**config.mk**
```make
export PLATFORM = sky130hd
export DESIGN_NAME = sprite_compositor_flat
export DESIGN_NICKNAME = d
export VERILOG_FILES = /design/src/rtl/sprite_compositor_if.sv /design/src/rtl/sprite_compositor.sv /design/src/flat_wrapper.sv
export SDC_FILE = /design/constraint.sdc
export NUM_CORES = 1
export LEC_CHECK = 0
export BUFFER_PORTS_ARGS = -buffer_cell sky130_fd_sc_hd__buf_4
export CAP_MARGIN = 10
export CORE_MARGIN = 8
export CORE_UTILIZATION = 54
export CTS_CLUSTER_DIAMETER = 100
export CTS_CLUSTER_SIZE = 40
export DETAILED_ROUTE_END_ITERATION = 6
export GPL_TIMING_DRIVEN = 0
export PLACE_DENSITY_LB_ADDON = 0.25
export SYNTH_ARGS = -nofsm -noshare
export SYNTH_HDL_FRONTEND = slang
export SYNTH_SLANG_ARGS = --single-unit
```
**constraint.sdc**
```tcl
create_clock -name i_clk -period 4.8 [get_ports i_clk]
set_input_delay 0.24 -clock i_clk [delete_from_list [all_inputs] [get_ports i_clk]]
set_output_delay 0.24 -clock i_clk [all_outputs]
set_load 0.05 [all_outputs]
```
**src/rtl/sprite_compositor_if.sv**
```systemverilog
// Pixel-position request / composited-colour response bundle between the
// timing generator and the sprite compositor.
interface sprite_compositor_if;
  logic [10:0] i_H_pos;
  logic [9:0]  i_V_pos;
  logic        i_pos_valid;
  logic [23:0] o_color;
  logic        o_color_valid;

  modport master (output i_H_pos, i_V_pos, i_pos_valid,
                  input  o_color, o_color_valid);
  modport slave  (input  i_H_pos, i_V_pos, i_pos_valid,
                  output o_color, o_color_valid);
endinterface

```
**src/rtl/sprite_compositor.sv**
```systemverilog
// Bouncing-sprite compositor: 2-stage pixel pipeline plus a per-frame motion
// FSM that moves a rectangular sprite and reflects it off the screen edges.
module sprite_compositor #(
  parameter int H_SIZE   = 1600,
  parameter int V_SIZE   = 900,
  parameter int SPR_W    = 64,
  parameter int SPR_H    = 64,
  parameter int STEP     = 4,
  parameter int BORDER_W = 8
) (
  input  logic                 i_clk,
  input  logic                 i_rst_n,
  sprite_compositor_if.slave   pix,
  input  logic [31:0]          i_frame_counter,
  input  logic                 i_start,
  input  logic                 i_pause,
  input  logic [23:0]          i_bg_color,
  input  logic [23:0]          i_spr_color,
  input  logic [23:0]          i_border_color,
  output logic [10:0]          o_spr_x,
  output logic [9:0]           o_spr_y,
  output logic [15:0]          o_bounce_count,
  output logic [1:0]           o_state
);
  localparam logic [1:0] S_IDLE  = 2'd0;
  localparam logic [1:0] S_RUN   = 2'd1;
  localparam logic [1:0] S_PAUSE = 2'd2;
  localparam int STAGES = 2;

  localparam logic [10:0] X_RST  = 11'((H_SIZE - SPR_W) / 2);
  localparam logic [9:0]  Y_RST  = 10'((V_SIZE - SPR_H) / 2);
  localparam logic [10:0] X_MAX  = 11'(H_SIZE - SPR_W);
  localparam logic [9:0]  Y_MAX  = 10'(V_SIZE - SPR_H);
  localparam logic [10:0] X_STEP = 11'(STEP);
  localparam logic [9:0]  Y_STEP = 10'(STEP);
  localparam logic [11:0] X_ADV  = 12'(STEP + SPR_W);
  localparam logic [10:0] Y_ADV  = 11'(STEP + SPR_H);

  logic [1:0]  state_q, state_d;
  logic [31:0] fc_q;
  logic        frame_evt, move;
  logic [10:0] x_q, x_d, sx_l;
  logic [9:0]  y_q, y_d, sy_l;
  logic        dx_q, dx_d, dy_q, dy_d, bx, by;
  logic [15:0] cnt_q, cnt_d;
  logic [16:0] cnt_sum;

  assign frame_evt = (i_frame_counter != fc_q);
  // Motion uses the state held before this cycle's transition.
  assign move      = frame_evt && (state_q == S_RUN);

  always_comb begin
    state_d = state_q;
    case (state_q)
      S_IDLE:  if (i_start && !i_pause) state_d = S_RUN;
      S_RUN:   if (i_pause)             state_d = S_PAUSE;
      S_PAUSE: if (i_start && !i_pause) state_d = S_RUN;
      default:                          state_d = S_IDLE;
    endcase
  end

  always_comb begin
    x_d = x_q; dx_d = dx_q; bx = 1'b0;
    y_d = y_q; dy_d = dy_q; by = 1'b0;
    if (dx_q) begin
      if ({1'b0, x_q} + X_ADV > 12'(H_SIZE)) begin
        x_d = X_MAX; dx_d = 1'b0; bx = 1'b1;
      end else x_d = x_q + X_STEP;
    end else if (x_q < X_STEP) begin
      x_d = '0; dx_d = 1'b1; bx = 1'b1;
    end else x_d = x_q - X_STEP;
    if (dy_q) begin
      if ({1'b0, y_q} + Y_ADV > 11'(V_SIZE)) begin
        y_d = Y_MAX; dy_d = 1'b0; by = 1'b1;
      end else y_d = y_q + Y_STEP;
    end else if (y_q < Y_STEP) begin
      y_d = '0; dy_d = 1'b1; by = 1'b1;
    end else y_d = y_q - Y_STEP;
    cnt_sum = {1'b0, cnt_q} + 17'(bx) + 17'(by);
    cnt_d   = cnt_sum[16] ? 16'hFFFF : cnt_sum[15:0];
  end

  always_ff @(posedge i_clk or negedge i_rst_n) begin
    if (!i_rst_n) begin
      state_q <= S_IDLE;
      fc_q    <= '0;
      x_q     <= X_RST;
      y_q     <= Y_RST;
      dx_q    <= 1'b1;
      dy_q    <= 1'b1;
      cnt_q   <= '0;
      sx_l    <= X_RST;
      sy_l    <= Y_RST;
    end else begin
      state_q <= state_d;
      fc_q    <= i_frame_counter;
      if (move) begin
        x_q <= x_d; dx_q <= dx_d;
        y_q <= y_d; dy_q <= dy_d;
        cnt_q <= cnt_d;
      end
      // Pixel pipeline only sees the position at frame boundaries: no tearing.
      if (frame_evt) begin
        sx_l <= move ? x_d : x_q;
        sy_l <= move ? y_d : y_q;
      end
    end
  end

  assign o_spr_x        = x_q;
  assign o_spr_y        = y_q;
  assign o_bounce_count = cnt_q;
  assign o_state        = state_q;

  // Pixel pipeline: stage 1 classifies, stage 2 selects the colour.
  logic [STAGES:0] vld_pipe;
  logic            hit_spr, hit_bdr, s1_spr, s1_bdr;

  assign vld_pipe[0] = pix.i_pos_valid && (pix.i_H_pos < 11'(H_SIZE)) &&
                       (pix.i_V_pos < 10'(V_SIZE));
  assign hit_spr = ({1'b0, pix.i_H_pos} >= {1'b0, sx_l}) &&
                   ({1'b0, pix.i_H_pos} <  {1'b0, sx_l} + 12'(SPR_W)) &&
                   ({1'b0, pix.i_V_pos} >= {1'b0, sy_l}) &&
                   ({1'b0, pix.i_V_pos} <  {1'b0, sy_l} + 11'(SPR_H));
  assign hit_bdr = (pix.i_H_pos <  11'(BORDER_W)) ||
                   (pix.i_H_pos >= 11'(H_SIZE - BORDER_W)) ||
                   (pix.i_V_pos <  10'(BORDER_W)) ||
                   (pix.i_V_pos >= 10'(V_SIZE - BORDER_W));

  always_ff @(posedge i_clk or negedge i_rst_n) begin
    if (!i_rst_n) begin
      vld_pipe[STAGES:1] <= '0;
      s1_spr             <= 1'b0;
      s1_bdr             <= 1'b0;
      pix.o_color        <= '0;
    end else begin
      vld_pipe[STAGES:1] <= vld_pipe[STAGES-1:0];
      s1_spr             <= vld_pipe[0] && hit_spr;
      s1_bdr             <= vld_pipe[0] && hit_bdr;
      if (!vld_pipe[1])  pix.o_color <= '0;
      else if (s1_spr)   pix.o_color <= i_spr_color;
      else if (s1_bdr)   pix.o_color <= i_border_color;
      else               pix.o_color <= i_bg_color;
    end
  end

  assign pix.o_color_valid = vld_pipe[STAGES];
endmodule

```
**src/flat_wrapper.sv**
```systemverilog
// flat-port wrapper written by rule: the top's interface ports become plain ports
module sprite_compositor_flat 
#(
  parameter int H_SIZE   = 1600,
  parameter int V_SIZE   = 900,
  parameter int SPR_W    = 64,
  parameter int SPR_H    = 64,
  parameter int STEP     = 4,
  parameter int BORDER_W = 8
)
  (i_clk, i_rst_n, i_frame_counter, i_start, i_pause, i_bg_color, i_spr_color, i_border_color, o_spr_x, o_spr_y, o_bounce_count, o_state, pix_i_H_pos, pix_i_V_pos, pix_i_pos_valid, pix_o_color, pix_o_color_valid);
  sprite_compositor_if pix_i ();
  input  logic i_clk;
  input  logic i_rst_n;
  input  logic [31:0] i_frame_counter;
  input  logic i_start;
  input  logic i_pause;
  input  logic [23:0] i_bg_color;
  input  logic [23:0] i_spr_color;
  input  logic [23:0] i_border_color;
  output logic [10:0] o_spr_x;
  output logic [9:0] o_spr_y;
  output logic [15:0] o_bounce_count;
  output logic [1:0] o_state;
  input wire logic [$bits(pix_i.i_H_pos)-1:0] pix_i_H_pos;
  input wire logic [$bits(pix_i.i_V_pos)-1:0] pix_i_V_pos;
  input wire logic [$bits(pix_i.i_pos_valid)-1:0] pix_i_pos_valid;
  output wire logic [$bits(pix_i.o_color)-1:0] pix_o_color;
  output wire logic [$bits(pix_i.o_color_valid)-1:0] pix_o_color_valid;
  assign pix_i.i_H_pos = pix_i_H_pos;
  assign pix_i.i_V_pos = pix_i_V_pos;
  assign pix_i.i_pos_valid = pix_i_pos_valid;
  assign pix_o_color = pix_i.o_color;
  assign pix_o_color_valid = pix_i.o_color_valid;
  sprite_compositor #(.H_SIZE(H_SIZE), .V_SIZE(V_SIZE), .SPR_W(SPR_W), .SPR_H(SPR_H), .STEP(STEP), .BORDER_W(BORDER_W)) u_core (.i_clk(i_clk), .i_rst_n(i_rst_n), .pix(pix_i), .i_frame_counter(i_frame_counter), .i_start(i_start), .i_pause(i_pause), .i_bg_color(i_bg_color), .i_spr_color(i_spr_color), .i_border_color(i_border_color), .o_spr_x(o_spr_x), .o_spr_y(o_spr_y), .o_bounce_count(o_bounce_count), .o_state(o_state));
endmodule
```
==> key figures, run 1 <==
Outcome
  – Status: finished, final reports clean

STA
  – Total negative slack: 0 ps
  – Worst slew pin tran: 717 ps
  – PnR worst setup slack: between 500 and 600 ps
  – RSZ-0062 raised after global routing: false
  – Clk_skew: between 10 and 15 ps
  – Pins Over Slew Limit: 0
  – Min Tclk post-route: roughly 4300 ps
  – Final Hold Fails: 0
  – Fmax: roughly 230 MHz
  – Tcrit/Tclk final: between 80% and 90%
  – Max_slew headroom: between 50% and 60%
  – Setup Viol. Count Final: 0

Die
  – Initial Util: 54.9%
  – Die Ht: ~130 um
  – Row count: between 40 and 50
  – Die width: 132 um
  – Die ar.: around 17000 sq um
  – IO Pins: ~190
  – Area of the core: ~13000 sq um

Synthesis
  – Number of flops mapped to enable cells by yosys: 0
  – Synth top area share: 37.3%
  – Post-Syn Instances: ~760
  – Ys flop type: dfrtp_1
  – Syn Area/Cell: around 9.5 sq um
  – Syn. warnings: 0
  – Sequential share of the synthesized area: a little over two fifths
  – Synth Register Bits: ~120
  – Post-synth cell types: 74
  – Async set or reset register ratio after synthesis: 100%
  – Synth area leaders: dfrtp_1 (37%), ha_1 (6.7%), dfstp_2 (5.1%)
  – Area leader, netlist: dfrtp_1
  – Syn nets: between 900 and 1000
  – Mapped Area: between 7000 and 8000 sq um

Placement
  – PortBufs: 193
  – Dpl ws: 639 ps
  – HPWL Detailed: about 16 mm
  – Dpl cells: about 1100
  – DP Area: between 8000 and 9000 sq um
  – GPL Wtd Cong: 0.927

Route
  – DR pass1 iterations: 5
  – WL final: between 20 and 25 mm
  – Starting DRT DRC Count: 675
  – DR WL/cell: roughly 19 um
  – Final ANT Viol Nets: 0
  – Final routed DRC violation total: 0
  – Vias: approximately 6900
  – Via density: 5.76

Pwr
  – Total power: 4.82 mW
  – Clk pwr share: 27.3%
  – Pint: 2.81 mW
  – Leak Pwr: ~4.5 nW
  – Max VDD drop: about 330 uV
  – NetSw: around 2 mW
  – Combinational share of power: a little over two fifths
  – PD cells: roughly 490 nW/um^2
  – Register share of total power: around 29%
  – Switching portion of total power: around two fifths

Worst setup path
  – Crit-path cells: ha_1 > buf_4 > and3_1 > buf_2 > o21ai_1 > a311o_1 > o22ai_4 > nor2_1 > inv_1 > fa_1 > inv_1 > ha_1 > nand3_1 > nor3_1 > nand3_1 > mux2_2
  – Arrival time at the worst endpoint: around 4600 ps
  – Worst Setup Start Kind: register
  – Max stage delay on crit path: 560 ps
  – Worst Setup End Kind: register
  – WS Path Type: register to register
  – Slowest CP cell: nor3_1
  – CP required: 5120 ps
  – Crit Path Max Fanout: 10

Cells and area
  – Non-Filler Instances: around 1200
  – Final #Nets: ~1200
  – Synth-to-layout area growth: 36.6%
  – Final Cell Area: 9890 sq um
  – FILL cells: around 940
  – Layout cell share with drive strength beyond 1: a little over a quarter

Global routing
  – Global-route wire length before repair: 37.7 mm
  – GR Util met1: approximately a third
  – Initial antenna violation count: 1
  – GR peak layer: met2
  – Met2 Track Usage GR: 45.6%
  – Vias in the first global route: between 7000 and 8000
  – Largest net degree at the start of global routing: 95
  – GRT Total Usage: 26.8%
  – Grt total ovfl: 0
  – Met3 Usage GRT: between 6 and 7%

Clocking
  – Reg clk slew, reported paths: roughly 60 ps
  – CTS H-tree lvls: 4
  – CTS tree: yes
  – Resized Gates After CTS: 0
  – Clk Latency, worst-skew pair: 430 ps
  – Longest Clk Path Bufs: 2
  – Root Driver: clkbuf_16
  – Num Clock Sinks: 122
  – CTS Buf Count: 17

Flow run
  – Total of max-cap violations: 0

Min path
  – Hold crit path type: input pin to register
==> Yosys cell counts (3+ instances only) <==
| master | count |
|---|---|
| xnor2_1 | 5 |
| a211oi_1 | 10 |
| buf_2 | 8 |
| dfstp_2 | 14 |
| nor2_1 | 49 |
| nand3_1 | 27 |
| and4_1 | 5 |
| a31o_2 | 4 |
| nor4b_1 | 4 |
| and2_1 | 31 |
| o211ai_1 | 6 |
| o21ai_0 | 55 |
| a2bb2oi_1 | 3 |
| a311oi_1 | 3 |
| or2_2 | 3 |
| mux2i_1 | 24 |
| and3_1 | 10 |
| a21o_1 | 9 |
| buf_1 | 3 |
| nand4_1 | 9 |
| a31oi_1 | 16 |
| o21ai_1 | 3 |
| nor3_1 | 20 |
| mux2_2 | 8 |
| o22ai_1 | 6 |
| nor4_1 | 12 |
| nor2b_1 | 5 |
| nand2b_1 | 9 |
| a21oi_1 | 30 |
| a211o_1 | 3 |
| a311o_1 | 3 |
| a22oi_1 | 4 |
| dfrtp_1 | 108 |
| a41oi_1 | 3 |
| clkbuf_1 | 28 |
| nand2_1 | 54 |
| or3_1 | 5 |
| xor2_1 | 33 |
| ha_1 | 39 |
| o21a_1 | 9 |
| inv_1 | 37 |
==> sequential cells by signal, summed over array words and instances, names as in the netlist <==
signal                    count
u_core.s1_bdr                 1
u_core.o_spr_x               11
u_core.pix.o_color           24
u_core.sy_l                  10
u_core.fc_q                  32
u_core.sx_l                  11
u_core.dx_q                   1
u_core.o_spr_y               10
u_core.s1_spr                 1
u_core.o_bounce_count        16
u_core.vld_pipe               1
u_core.pix.o_color_valid      1
u_core.o_state                2
u_core.dy_q                   1
==> worst max-delay path: cells and delay by family (launching register included) <==
| kind | cells | cell delay (ps) |
|---|---|---|
| buffers and inverters | 4 | 520 |
| flip-flops | 1 | 500 |
| AO/OA/AOI/OAI | 3 | 610 |
| adder cells (fa/ha/maj) | 3 | 880 |
| AND/OR/NAND/NOR | 5 | 1370 |
| multiplexers | 1 | 300 |
==> area by class of cell <==
| cell class | count | area (sq um) | area share, % |
|---|---|---|---|
| antenna | 1 | 2.50 | 0.0253 |
| buffer | 41 | 171 | 1.73 |
| clock buffer | 17 | 425 | 4.30 |
| clock inverter | 15 | 179 | 1.81 |
| inverter | 37 | 139 | 1.40 |
| multi-input combinational | 562 | 3860 | 39.0 |
| sequential | 122 | 3070 | 31.0 |
| tap | 176 | 220 | 2.23 |
| timing repair buffer | 228 | 1820 | 18.4 |
==> per-stage QoR <==
step	util, %	hold WS [ps]
6_report	75.0	98.9
5_1_grt	75.0	105
4_1_cts	75.0	88.9
3_5_place_dp	67.8	123
3_3_place_gp	67.6	364
2_1_floorplan	-	-55.6
==> timing repair <==
action	in CTS	in global routing
hold buffers	34	0
buffers inserted	0	0
hold endpoints to repair	61	0
==> cells in the final DEF, fill, tap and decap left out, types with 30 or more instances in the layout <==
cell	Yosys	final
a21oi_1	30	30
and2_1	31	31
buf_4	2	194
dfrtp_1	108	108
dlygate4sd3_1	0	34
ha_1	39	39
inv_1	37	37
nand2_1	54	54
nor2_1	49	49
o21ai_0	55	55
xor2_1	33	33
==> final timing paths <==
| path | startpoint | end | slack [ps] | cells after the start |
|---|---|---|---|---|
| min | i_start | u_core.o_state[0] | 100 | 3 |
| max reg2reg | u_core.o_spr_x[3] | u_core.o_bounce_count[14] | 510 | 16 |
| max in group asynchronous | i_rst_n | u_core.sx_l[8] | 3800 | 3 |
| max | u_core.o_spr_x[3] | u_core.o_bounce_count[14] | 510 | 16 |
| min reg2reg | u_core.vld_pipe[1] | u_core.pix.o_color_valid | 480 | 0 |
| min in group asynchronous | i_rst_n | u_core.pix.o_color[16] | 250 | 2 |
==> power groups by stage <==
stage / logic [mW] / registers [mW] / clock network, mW
2_1_floorplan: 1.14 / 1.68 / 0
3_3_place_gp: 1.99 / 1.40 / 0
3_5_place_dp: 2.03 / 1.41 / 0
4_1_cts: 2.07 / 1.40 / 1.33
5_1_grt: 2.29 / 1.43 / 1.38
6_report: 2.10 / 1.40 / 1.32
==> cells by family after synthesis <==
kind of cell / after synthesis / synth area share, %
fa+ha+maj: 40 / 7.01
buf+inv: 78 / 4.28
simple gates: 256 / 18.7
compound gates: 196 / 18.5
flops: 122 / 42.4
mux: 32 / 4.56
xor+xnor: 38 / 4.60
==> per-layer routing <==
layer  part of all wire, %  vias to the layer above  wire, um
met2                    48                      370     11000
met4                   3.9                        0       883
met5                     0                        -         0
li1                      -                     3266         -
met3                   7.8                       73      1790
met1                    40                     3200      9170
No activity file was read; power rests on OpenSTA's default activity.
==> run 2, diff against run 1 <==
- BUFFER_PORTS_ARGS: -buffer_cell sky130_fd_sc_hd__buf_4 -> default
- CORE_UTILIZATION: 54 -> 55
- DONT_BUFFER_PORTS: default -> 1
==> run 2 against run 1 <==
Effect of this change: first-iteration DRC count shrank 41%; utilization shrank 10 points; clock skew is essentially flat; largest power group is now registers; highest routed layer unchanged.
==> key figures, run 2 (synthesis gave the netlist of run 1 again) <==
Outcome
  – Status: finished, final reports clean

Pwr
  – PD cells: 545 nW/um^2 (+12%)
  – Max VDD drop: 270 uV (-19%)
  – Leak Pwr: 3.60 nW (-21%)

Route
  – Final ANT Viol Nets: 0 (unchanged)
  – Starting DRT DRC Count: 396 (-41%)
  – Final routed DRC violation total: 0 (unchanged)
  – Via density: 6.17 (+7.0%)
  – DR WL/cell: 20.9 um (+9.8%)
  – DR pass1 iterations: 5 (unchanged)
  – Vias: 6211 (-10%)
  – WL final: 21.1 mm (-7.8%)

Global routing
  – Initial antenna violation count: 0 (-1)
  – Largest net degree at the start of global routing: 123 (+29%)
  – GRT Total Usage: 24.9% (-1.9 points)
  – Global-route wire length before repair: 33.2 mm (-12%)
  – Vias in the first global route: 6304 (-12%)
  – Grt total ovfl: 0 (unchanged)

Clocking
  – Resized Gates After CTS: 0 (unchanged)
  – Reg clk slew, reported paths: 60 ps (about the same)
  – Num Clock Sinks: 122 (unchanged)
  – CTS Buf Count: 17 (unchanged)
  – CTS tree: yes
  – Root Driver: clkbuf_16
  – CTS H-tree lvls: 4 (unchanged)
  – Clk Latency, worst-skew pair: 420 ps (about the same)
  – Longest Clk Path Bufs: 2 (unchanged)

STA
  – Pins Over Slew Limit: 0 (unchanged)
  – Fmax: 222 MHz (-4.8%)
  – Tcrit/Tclk final: 93.8% (+4.5 points)
  – Clk_skew: 10.8 ps (+0.463 ps)
  – Min Tclk post-route: 4500 ps (+216 ps)
  – Max_slew headroom: 47.9% (-4.3 points)
  – Worst slew pin tran: 782 ps (+65.2 ps)
  – Total negative slack: 0 ps (unchanged)
  – Final Hold Fails: 0 (unchanged)
  – Setup Viol. Count Final: 0 (unchanged)
  – RSZ-0062 raised after global routing: false

Die
  – IO Pins: 194 (unchanged)
  – Die Ht: 131 um (-0.80%)
  – Die ar.: 17100 sq um (-1.6%)
  – Die width: 131 um (-0.80%)
  – Row count: 42 (unchanged)
  – Initial Util: 55.6% (+0.66 points)
  – Area of the core: 13000 sq um (-1.2%)

Cells and area
  – Synth-to-layout area growth: 17.0%
  – Most common cell after layout, fill and taps aside: dfrtp_1
  – ANT cells: 0 (-1)
  – Final #Nets: 988 (-16%)
  – Layout cell share with drive strength beyond 1: 9.87% (-17 points)
  – Final design utilization: 65.0% (-10 points)
  – Commonest non-fill, non-tap cells in the layout: dfrtp_1 (108), o21ai_0 (55), nand2_1 (54)
  – Largest Register: u_core.fc_q
  – Max FFs per register: 32 (unchanged)

Worst setup path
  – Crit Path Max Fanout: 10 (unchanged)
  – CP required: 5100 ps (-20 ps)
  – WS Path Type: register to register
  – Arrival time at the worst endpoint: 4800 ps (+200 ps)
  – Worst Setup End Kind: register
  – Worst Setup Start Kind: register
  – Reg2reg path depth: 16 (unchanged)

Min path
  – Hold crit path type: input pin to register
  – Hold path cells: 3 (unchanged)

Placement
  – PortBufs: 0 (-100%)
  – GPL Wtd Cong: 0.918 (-0.99%)
  – HPWL Detailed: 15.7 mm (-2.2%)

Flow run
  – Total of max-cap violations: 0 (unchanged)
[run 2: area by class of cell]
type,instances,area [sq um]
plain buffers,41,171
clock buffers,18,429
clock inverters,14,194
fillers,1103,4560
inverters,37,139
multi-input cells,562,3860
flip-flops and latches,122,3070
well taps,176,220
repair buffers,37,388
[run 2: repair_timing]
item,in CTS,in global routing
hold buffers,37,0
endpoints found under the hold margin,157,0
setup buffers,0,0
[run 2: stage by stage]
stage | cells | power [mW] | cell area, sq um | setup slack [ps] | hold WS [ps]
6_report | 1007 | 4.62 | 8470 | 295 | 36.0
5_1_grt | 1007 | 4.90 | 8470 | 89.4 | 41.6
4_1_cts | 1007 | 4.63 | 8470 | 306 | 23.4
3_5_place_dp | 938 | 3.21 | 7460 | 337 | -50.3
3_3_place_gp | 938 | 3.16 | 7460 | 372 | -50.5
2_1_floorplan | 762 | 2.82 | 7240 | 952 | -55.6
[run 2: worst paths after layout]
kind                                    from                        end  slack [ps]
max                        u_core.o_spr_x[3]  u_core.o_bounce_count[14]         300
min                                  i_start          u_core.o_state[1]          40
max reg2reg                u_core.o_spr_x[3]  u_core.o_bounce_count[14]         300
min reg2reg                   u_core.sx_l[1]             u_core.sx_l[1]         510
max in group asynchronous            i_rst_n          u_core.o_spr_y[6]        3900
min in group asynchronous            i_rst_n     u_core.pix.o_color[20]         450
[run 2: critical path, stage by stage, from the launching register on]
cell	delay, ps
dfrtp_1	850
ha_1	270
buf_4	160
and3_1	160
buf_2	180
o2111a_1	200
a311o_1	180
o22ai_4	150
nor2_1	320
inv_1	100
fa_1	400
inv_1	80
ha_1	200
nand3_1	110
nor3_1	560
nand3_1	150
mux2_2	300
[run 2: power breakdown]
part	internal (mW)	switching, mW	total, mW
clock	0.872	0.481	1.35
combinational	0.619	0.910	1.53
sequential	1.22	0.513	1.74
total	2.72	1.90	4.62
[run 2: metal layers]
metal	vias to the layer above	global-route usage (%)	wire (um)	share of wire [%]
li1	2883	-	-	-
met1	2994	28.7	8210	39
met2	299	42.1	10100	48
met3	35	8.56	2290	11
met4	0	8.98	462	2.2
met5	-	0	0	0
